`src/rtl/screen_fader_pkg.sv`:
```
// screen_fader_pkg: register map, control bits and FSM states for the screen fader.
package screen_fader_pkg;
  localparam logic [2:0] FADER_CONTROL = 3'd0;
  localparam logic [2:0] FADER_TARGET = 3'd1;
  localparam logic [2:0] FADER_STEP = 3'd2;
  localparam logic [2:0] FADER_RATE = 3'd3;
  localparam logic [2:0] FADER_CURRENT = 3'd4;
  localparam int CTRL_START = 0;
  localparam int CTRL_ABORT = 1;
  typedef enum logic [1:0] {IDLE, RUN, DONE} fade_state_t;
endpackage

```
`src/rtl/screen_fader_if.sv`:
```
// screen_fader_if: memory-mapped bus hook shared by GPU blocks.
interface screen_fader_if;
  logic memenable;
  logic [2:0] memaddr;
  logic memwrite;
  logic [15:0] writedata;
  logic [15:0] memdata;
  modport master(output memenable, memaddr, memwrite, writedata, input memdata);
  modport slave(input memenable, memaddr, memwrite, writedata, output memdata);
endinterface

```
`src/rtl/screen_fader_fade_stepper.sv`:
```
// screen_fader_fade_stepper: one saturating brightness step toward target.
module screen_fader_fade_stepper (
  input  logic [7:0] current,
  input  logic [7:0] target,
  input  logic [7:0] step,
  output logic [7:0] next_value,
  output logic       at_target
);
  logic [8:0] eff, sum, diff;
  // 9-bit arithmetic: carry catches overshoot up, borrow catches underflow down
  always_comb begin
    eff = {1'b0, (step == 8'd0) ? 8'd1 : step};
    sum = {1'b0, current} + eff;
    diff = {1'b0, current} - eff;
    at_target = current == target;
    next_value = (current < target) ? ((sum > {1'b0, target}) ? target : sum[7:0]) :
                 (current > target) ? ((diff[8] || diff[7:0] < target) ? target : diff[7:0]) :
                 current;
  end
endmodule

```
`src/rtl/screen_fader.sv`:
```
// screen_fader: frame-synchronous brightness fader feeding the palette stage.
module screen_fader
  import screen_fader_pkg::*;
#(
  parameter logic [7:0] RESET_BRIGHTNESS = 8'd255,
  parameter int         RATE_WIDTH = 8
) (
  input  logic           clk,
  input  logic           reset_n,
  input  logic           frame_tick,
  screen_fader_if.slave  bus,
  output logic [7:0]     brightness,
  output logic           busy,
  output logic           fade_done
);
  fade_state_t state, state_next;
  logic [7:0] target, step, stepped;
  logic [RATE_WIDTH-1:0] rate, count;
  logic [15:0] rd_value;
  logic wr, ctl_wr, start, abort, tick_due, step_now, at_target;
  logic unused_wd;

  assign unused_wd = ^bus.writedata[15:8];

  screen_fader_fade_stepper stepper (
    .current(brightness),
    .target(target),
    .step(step),
    .next_value(stepped),
    .at_target(at_target)
  );

  // a start or abort write in the same cycle swallows that frame tick
  always_comb begin
    wr = bus.memenable && bus.memwrite;
    ctl_wr = wr && bus.memaddr == FADER_CONTROL;
    abort = ctl_wr && bus.writedata[CTRL_ABORT];
    start = ctl_wr && bus.writedata[CTRL_START] && !abort;
    tick_due = state == RUN && frame_tick && !start && !abort;
    step_now = tick_due && count == rate;
    state_next = abort ? IDLE :
                 start ? (at_target ? DONE : RUN) :
                 step_now ? (stepped == target ? DONE : RUN) :
                 state == DONE ? IDLE : state;
    busy = state == RUN;
    fade_done = state == DONE;
    rd_value = bus.memaddr == FADER_CONTROL ? {15'd0, busy} :
               bus.memaddr == FADER_TARGET ? {8'd0, target} :
               bus.memaddr == FADER_STEP ? {8'd0, step} :
               bus.memaddr == FADER_RATE ? 16'(rate) :
               bus.memaddr == FADER_CURRENT ? {8'd0, brightness} : 16'd0;
  end

  always_ff @(posedge clk or negedge reset_n)
    if (!reset_n) state <= IDLE;
    else state <= state_next;

  always_ff @(posedge clk or negedge reset_n) begin
    if (!reset_n) begin
      brightness <= RESET_BRIGHTNESS;
      target <= RESET_BRIGHTNESS;
      step <= 8'd1;
      rate <= '0;
      count <= '0;
      bus.memdata <= 16'd0;
    end else begin
      if (bus.memenable) bus.memdata <= rd_value;
      if (wr && bus.memaddr == FADER_TARGET) target <= bus.writedata[7:0];
      if (wr && bus.memaddr == FADER_STEP) step <= bus.writedata[7:0];
      if (wr && bus.memaddr == FADER_RATE) rate <= bus.writedata[RATE_WIDTH-1:0];
      if (wr && bus.memaddr == FADER_CURRENT && state == IDLE) brightness <= bus.writedata[7:0];
      else if (step_now) brightness <= stepped;
      count <= (start || step_now) ? '0 : tick_due ? count + 1'b1 : count;
    end
  end
endmodule
```
`src/flat_wrapper.sv`:
```
// flat-port wrapper written by rule: the top's interface ports become plain ports
module screen_fader_flat import screen_fader_pkg::*;
#(
  parameter logic [7:0] RESET_BRIGHTNESS = 8'd255,
  parameter int         RATE_WIDTH = 8
)
  (clk, reset_n, frame_tick, brightness, busy, fade_done, bus_memenable, bus_memaddr, bus_memwrite, bus_writedata, bus_memdata);
  screen_fader_if bus_i ();
  input  logic clk;
  input  logic reset_n;
  input  logic frame_tick;
  output logic [7:0] brightness;
  output logic busy;
  output logic fade_done;
  input wire logic [$bits(bus_i.memenable)-1:0] bus_memenable;
  input wire logic [$bits(bus_i.memaddr)-1:0] bus_memaddr;
  input wire logic [$bits(bus_i.memwrite)-1:0] bus_memwrite;
  input wire logic [$bits(bus_i.writedata)-1:0] bus_writedata;
  output wire logic [$bits(bus_i.memdata)-1:0] bus_memdata;
  assign bus_i.memenable = bus_memenable;
  assign bus_i.memaddr = bus_memaddr;
  assign bus_i.memwrite = bus_memwrite;
  assign bus_i.writedata = bus_writedata;
  assign bus_memdata = bus_i.memdata;
  screen_fader #(.RESET_BRIGHTNESS(RESET_BRIGHTNESS), .RATE_WIDTH(RATE_WIDTH)) u_core (.clk(clk), .reset_n(reset_n), .frame_tick(frame_tick), .bus(bus_i), .brightness(brightness), .busy(busy), .fade_done(fade_done));
endmodule
```
`config.mk`:
```
export PLATFORM = sky130hd
export DESIGN_NAME = screen_fader_flat
export DESIGN_NICKNAME = d
export VERILOG_FILES = /design/src/rtl/screen_fader_pkg.sv /design/src/rtl/screen_fader_if.sv /design/src/rtl/screen_fader_fade_stepper.sv /design/src/rtl/screen_fader.sv /design/src/flat_wrapper.sv
export SDC_FILE = /design/constraint.sdc
export NUM_CORES = 1
export LEC_CHECK = 0
export ABC_AREA = 1
export CELL_PAD_IN_SITES_DETAIL_PLACEMENT = 2
export CELL_PAD_IN_SITES_GLOBAL_PLACEMENT = 2
export CORE_AREA = 5 5 156 98
export CTS_BUF_LIST = sky130_fd_sc_hd__clkbuf_8
export DETAILED_ROUTE_END_ITERATION = 7
export DIE_AREA = 0 0 161 103
export PLACE_DENSITY_LB_ADDON = 0.1
export SYNTH_ARGS = -nofsm -noshare
export SYNTH_HDL_FRONTEND = slang
export SYNTH_SLANG_ARGS = --single-unit
```
`constraint.sdc`:
```
create_clock -name clk -period 4.6 [get_ports clk]
set_input_delay 0.92 -clock clk [delete_from_list [all_inputs] [get_ports clk]]
set_output_delay 0.92 -clock clk [all_outputs]
set_load 0.005 [all_outputs]
```
==> impl_metrics.csv, run 1 <==
group,metric,value,unit
finish,diodes,0,
placement,place_congestion,0.834,
pwr,p_per_area,600,nW/µm²
finish,nets,716,
drt,viasPerCell,5.26,
pwr,internal_power,1400,µW
clocking,htreeDepth,2,
pwr,p_total,3020,µW
logic_synthesis,synth_top_flop_cell,"dfrtp_1",
finish,drive_gt1_frac,0.121,
placement,numPortBuffers,33,
drt,dr_total_vias,4372,
logic_synthesis,synth_seq_cells,50,
global_routing,grt_antenna_before_repair,0,
logic_synthesis,yosysSeqAreaShare,0.289,
timing,max_freq,0.235,GHz
clocking,cts_tree,"built",
global_routing,use_met2,0.316,
pwr,power_switching,1620,µW
timing,finalSetupViolCount,0,
pwr,p_comb_frac,0.662,
finish,fillCellCount,1670,
critical_path,crit_fanout,9,
timing,hold_viol,0,
logic_synthesis,synth_cells,617,
finish,multi_input_area,2740,µm²
timing,worstMarginPinSlew,0.812,ns
logic_synthesis,synth_edf_count,0,
finish,layout_commonest_cell,"nand2_1",
clocking,hold_buffers,0,
global_routing,grt-ovfl-total,0,
worst_hold_path,hold_path_class,"flop to flop",
global_routing,grt_util_met1,0.335,
critical_path,start_kind,"flop",
floorplan,die_area,16600,µm²
critical_path,crit_top_cell,"nand2_1",
global_routing,grtUsageMet3,0.0312,
placement,place_area,4890,µm²
drt,route.detailed.drc,0,
global_routing,busiest_layer,"met1",
drt,wl_per_cell,20.9,µm
critical_path,arrival,4.47,ns
timing,post-route-min-period,4.25,ns
floorplan,die_h,103,µm
pwr,p_clk_frac,0.102,
logic_synthesis,yosys.area.top_type,"dfrtp_1",
job,cap_violations,0,
floorplan,initial_core_util,0.316,
global_routing,grt_pass1_vias,4651,
timing,period_share,0.924,
clocking,clk_path_buf_depth,2,
drt,antenna_left,0,
logic_synthesis,async_reset_ff_frac,1.00,
timing,hold_ws,0.501,ns
floorplan,rows,34,
timing,maxSlewHeadroom,0.459,
logic_synthesis,netlist_area,4400,µm²
drt,first_iter_violations,168,
clocking,cts-buffers-inserted,5,
timing,slew_viol_final,0,
floorplan,io_pins,50,
drt,drtPass1Iterations,4,
drt,wirelength,17400,µm
clocking,root_buffer,"clkbuf_8",
placement,hpwl,14400,µm
logic_synthesis,ys_types,47,
finish,syn2layout_area_growth,14.2,%
pwr,seq_power_share,0.236,
logic_synthesis,synth_area_leaders,"dfrtp_1 (19%), nand2_1 (15%), ha_1 (11%)",
status,outcome,"finished, final reports clean",
floorplan,fp.dieW,161,µm
clocking,worstSkewPairLatency,0.33,ns
critical_path,worst_ep_required_time,4.82,ns
pwr,irDropWorstVdd,188,µV
pwr,total_leakage_power,0.00249,µW
floorplan,core_area,14000,µm²
global_routing,grt_max_degree,51,
global_routing,grt_pass1_wl,27000,µm
critical_path,cpPeakStageDelay,0.48,ns
pwr,switching_share,0.538,
finish,final_cell_mix,"nand2_1 (179), inv_1 (76), nand3_1 (51)",
timing,fin_skew,0.0128,ns
clocking,cts_sinks,50,
logic_synthesis,ys_warn_count,0,
clocking,path_clk_slew,0.11,ns
critical_path,critical_path_class,"flop to flop",
logic_synthesis,synth_top_area_share,0.188,
finish,fin_area,5030,µm²
critical_path,cpMaxStageDelayCell,"dfrtp_2",
global_routing,track_usage,0.212,
timing,setup-tns-final,0,ns
finish,seq_area,1280,µm²
logic_synthesis,avgSynthCellArea,7.14,µm²
critical_path,endpoint_kind,"flop",
clocking,cts_setup_buffers,0,
==> synthesized netlist by cell type, drive strengths merged (7+ instances only) <==
cell / count
nand2: 188
inv: 81
nand3: 57
o21ai: 53
ha: 40
nor2: 37
dfrtp: 33
a21oi: 27
dfstp: 17
buf: 14
xor2: 11
clkbuf: 8
o221ai: 7
==> critical path: cells and delay by family, from the launching register on <==
family	cells	cell delay, ns
simple gates	21	2.32
buf+inv	3	0.17
compound gates	2	0.43
flops	1	0.48
fa+ha+maj	3	0.73
==> flip-flops by register name (all words and copies together) (netlist names) <==
register	count
u_core.target	8
u_core.bus.memdata	8
u_core.count	8
u_core.state	2
u_core.step	8
u_core.rate	8
u_core.brightness	8
==> repair_timing <==
item                                   4_1_cts  5_1_grt
setup endpoints to repair                    0        2
gates resized for setup                      0        8
endpoints found under the hold margin        0        0
==> metal layers <==
layer  wire (µm)  vias to the layer above
li1            -                     2070
met1        9670                     2220
met2        7060                       74
met3         578                        8
met4          62                        0
met5           0                        -
==> through the flow <==
step                      utilization  std cells  setup WS [ns]
after global routing            0.361        831       -0.00604
after CTS                       0.358        831          0.142
after detailed placement        0.351        823          0.191
after floorplan                     -        624           1.24
final                           0.361        831          0.349
after global placement          0.351        823          0.323
==> power groups by stage <==
| stage | clock network (µW) | registers (µW) | logic, µW |
|---|---|---|---|
| floorplan | 0 | 665 | 1350 |
| finish | 307 | 712 | 2000 |
| global route | 333 | 728 | 2230 |
| detailed placement | 0 | 720 | 1960 |
| global placement | 0 | 713 | 1850 |
| CTS | 311 | 713 | 1970 |
==> cell type report <==
class | instances | area share
Multi-Input combinational cell | 471 | 0.544
Inverter | 81 | 0.0604
Timing Repair Buffer | 41 | 0.0766
Tap cell | 180 | 0.0448
Clock inverter | 1 | 0.00174
Clock buffer | 7 | 0.0191
Sequential cell | 50 | 0.254
==> kinds of logic after synthesis <==
logic type / share of synthesized area
buffers and inverters: 0.102
XOR/XNOR: 0.0278
other: 0.000851
adder cells (fa/ha/maj): 0.123
AND/OR/NAND/NOR: 0.317
flip-flops: 0.289
AO/OA/AOI/OAI: 0.140
==> path summary, 6_finish.rpt <==
kind                                                     end  cells after the start  slack, ns                               from
max                              u_core.state[0]$_DFFE_PN0P_                     29       0.35         u_core.step[1]$_DFFE_PN0P_
min                        u_core.bus.memdata[7]$_DFFE_PN0P_                      2       0.50  u_core.bus.memdata[7]$_DFFE_PN0P_
max reg2reg                      u_core.state[0]$_DFFE_PN0P_                     29       0.35         u_core.step[1]$_DFFE_PN0P_
min reg2reg                u_core.bus.memdata[7]$_DFFE_PN0P_                      2       0.50  u_core.bus.memdata[7]$_DFFE_PN0P_
max in group asynchronous         u_core.step[1]$_DFFE_PN0P_                      2       3.40                            reset_n
min in group asynchronous  u_core.bus.memdata[1]$_DFFE_PN0P_                      2       0.70                            reset_n
No activity file was read; power rests on OpenSTA's default activity.
==> inputs of run 2 (changes only) <==
Settings changed: CORE_AREA 5 5 156 98 to 5 5 94 161, DIE_AREA 0 0 161 103 to 0 0 99 166, PLACE_DENSITY_LB_ADDON 0.1 to 0.25.
==> impl_metrics.csv, run 2 (synthesized netlist as in run 1, its figures left out) <==
group,metric,value,unit
status,outcome,"finished, final reports clean",
pwr,p_clk_frac,0.106,
job,cap_violations,0,
critical_path,worst_ep_required_time,4.81,ns
global_routing,grt_antenna_before_repair,0,
timing,post-route-min-period,4.21,ns
pwr,p_comb_frac,0.660,
clocking,clk_path_buf_depth,2,
clocking,htreeDepth,2,
drt,first_iter_violations,118,
placement,hpwl,14900,µm
pwr,internal_power,1390,µW
clocking,cts_setup_buffers,0,
timing,max_freq,0.237,GHz
timing,rsz0062_at_grt,"false",
floorplan,die_h,166,µm
drt,route.detailed.drc,0,
global_routing,track_usage,0.212,
worst_hold_path,min_from,"u_core.bus.memdata[5]$_DFFE_PN0P_",
critical_path,r2r_slack,0.39,ns
floorplan,initial_core_util,0.320,
drt,dr_total_vias,4351,
placement,numPortBuffers,33,
critical_path,crit_fanout,9,
finish,diodes,0,
critical_path,r2r_cells,28,
critical_path,arrival,4.42,ns
critical_path,cpMaxStageDelayCell,"dfrtp_1",
clocking,cts_tree,"built",
worst_hold_path,min_to,"u_core.bus.memdata[5]$_DFFE_PN0P_",
floorplan,io_pins,50,
timing,maxSlewHeadroom,0.462,
timing,period_share,0.916,
floorplan,fp.dieW,99,µm
timing,fin_skew,0.00980,ns
timing,setup-tns-final,0,ns
floorplan,core_area,13800,µm²
drt,antenna_left,0,
drt,wirelength,17300,µm
pwr,seq_power_share,0.234,
pwr,total_leakage_power,0.00248,µW
finish,final_cell_mix,"nand2_1 (179), inv_1 (76), nand3_1 (52)",
pwr,power_switching,1600,µW
finish,nets,714,
drt,viasPerCell,5.27,
placement,placed_cells,818,
pwr,irDropWorstVdd,283,µV
critical_path,rr_startpoint,"u_core.step[1]$_DFFE_PN0P_",
critical_path,cpPeakStageDelay,0.46,ns
worst_hold_path,hold_path_class,"flop to flop",
clocking,worstSkewPairLatency,0.31,ns
placement,place_congestion,0.912,
pwr,switching_share,0.534,
clocking,cts-buffers-inserted,5,
global_routing,grt-ovfl-total,0,
critical_path,crit_top_cell,"nand2_1",
clocking,hold_buffers,0,
clocking,cts_resized,0,
floorplan,die_area,16400,µm²
global_routing,grt_pass1_vias,4991,
finish,fin_util,0.363,
drt,wl_per_cell,21.0,µm
finish,fillCellCount,1686,
drt,drtPass1Iterations,4,
finish,syn2layout_area_growth,13.3,%
clocking,cts_sinks,50,
global_routing,grt_pass1_wl,27000,µm
critical_path,critical_path_class,"flop to flop",
critical_path,r2r-end,"u_core.state[0]$_DFFE_PN0P_",
worst_hold_path,holdPathStages,2,
timing,worstMarginPinSlew,0.807,ns
critical_path,start_kind,"flop",
timing,slew_viol_final,0,
pwr,p_per_area,600,nW/µm²
finish,drive_gt1_frac,0.109,
clocking,root_buffer,"clkbuf_8",
floorplan,rows,57,
finish,fin_cells,826,
clocking,path_clk_slew,0.09,ns
global_routing,grt_max_degree,36,
critical_path,endpoint_kind,"flop",
timing,finalSetupViolCount,0,
finish,layout_commonest_cell,"nand2_1",
timing,hold_viol,0,
[run 2: how the worst max path moves through the flow]
stage,start,to
after floorplan,u_core.step[1]$_DFFE_PN0P_,u_core.state[0]$_DFFE_PN0P_
after global placement,u_core.step[1]$_DFFE_PN0P_,u_core.state[0]$_DFFE_PN0P_
after detailed placement,u_core.step[1]$_DFFE_PN0P_,u_core.state[0]$_DFFE_PN0P_
after CTS,u_core.step[1]$_DFFE_PN0P_,u_core.state[0]$_DFFE_PN0P_
after global routing,u_core.step[1]$_DFFE_PN0P_,u_core.state[0]$_DFFE_PN0P_
final,u_core.step[1]$_DFFE_PN0P_,u_core.state[0]$_DFFE_PN0P_
[run 2: stage by stage]
step | area, µm² | setup slack, ns | total power (µW) | hold WS [ns]
5_1_grt | 4990 | 0.0163 | 3260 | 0.530
6_report | 4990 | 0.388 | 2990 | 0.498
4_1_cts | 4980 | 0.283 | 3030 | 0.509
3_5_place_dp | 4880 | 0.307 | 2700 | 0.485
3_3_place_gp | 4880 | 0.407 | 2560 | 0.474
2_1_floorplan | 4430 | 1.24 | 2020 | 0.474
[run 2: layout make-up]
class,count,area [µm²],share of cell area
repair buffers,39,370,0.0742
multi-input cells,471,2710,0.544
clock buffers,5,68.8,0.0138
flip-flops and latches,50,1270,0.255
inverters,81,304,0.0609
well taps,177,221,0.0444
clock inverters,3,40.0,0.00802
[run 2: worst max-delay path, delay by kind of cell (launching register included)]
kind                     cells  cell delay (ns)
buffers and inverters        3             0.19
AND/OR/NAND/NOR             20             2.18
AO/OA/AOI/OAI                2             0.44
adder cells (fa/ha/maj)      3             0.84
flip-flops                   1             0.46
[run 2: power by group through the flow]
stage	clock network (µW)	registers [µW]	logic [µW]
finish	318	700	1980
global route	345	714	2200
CTS	329	699	2010
detailed placement	0	706	1990
global placement	0	700	1860
floorplan	0	665	1350
[run 2: per-layer routing]
layer	part of all wire	routed length, µm	vias to the layer above	track usage
li1	-	-	2065	-
met1	0.34	5850	2182	0.193
met2	0.59	10200	68	0.440
met3	0.013	228	36	0.0122
met4	0.058	1010	0	0.115
met5	0	0	-	0
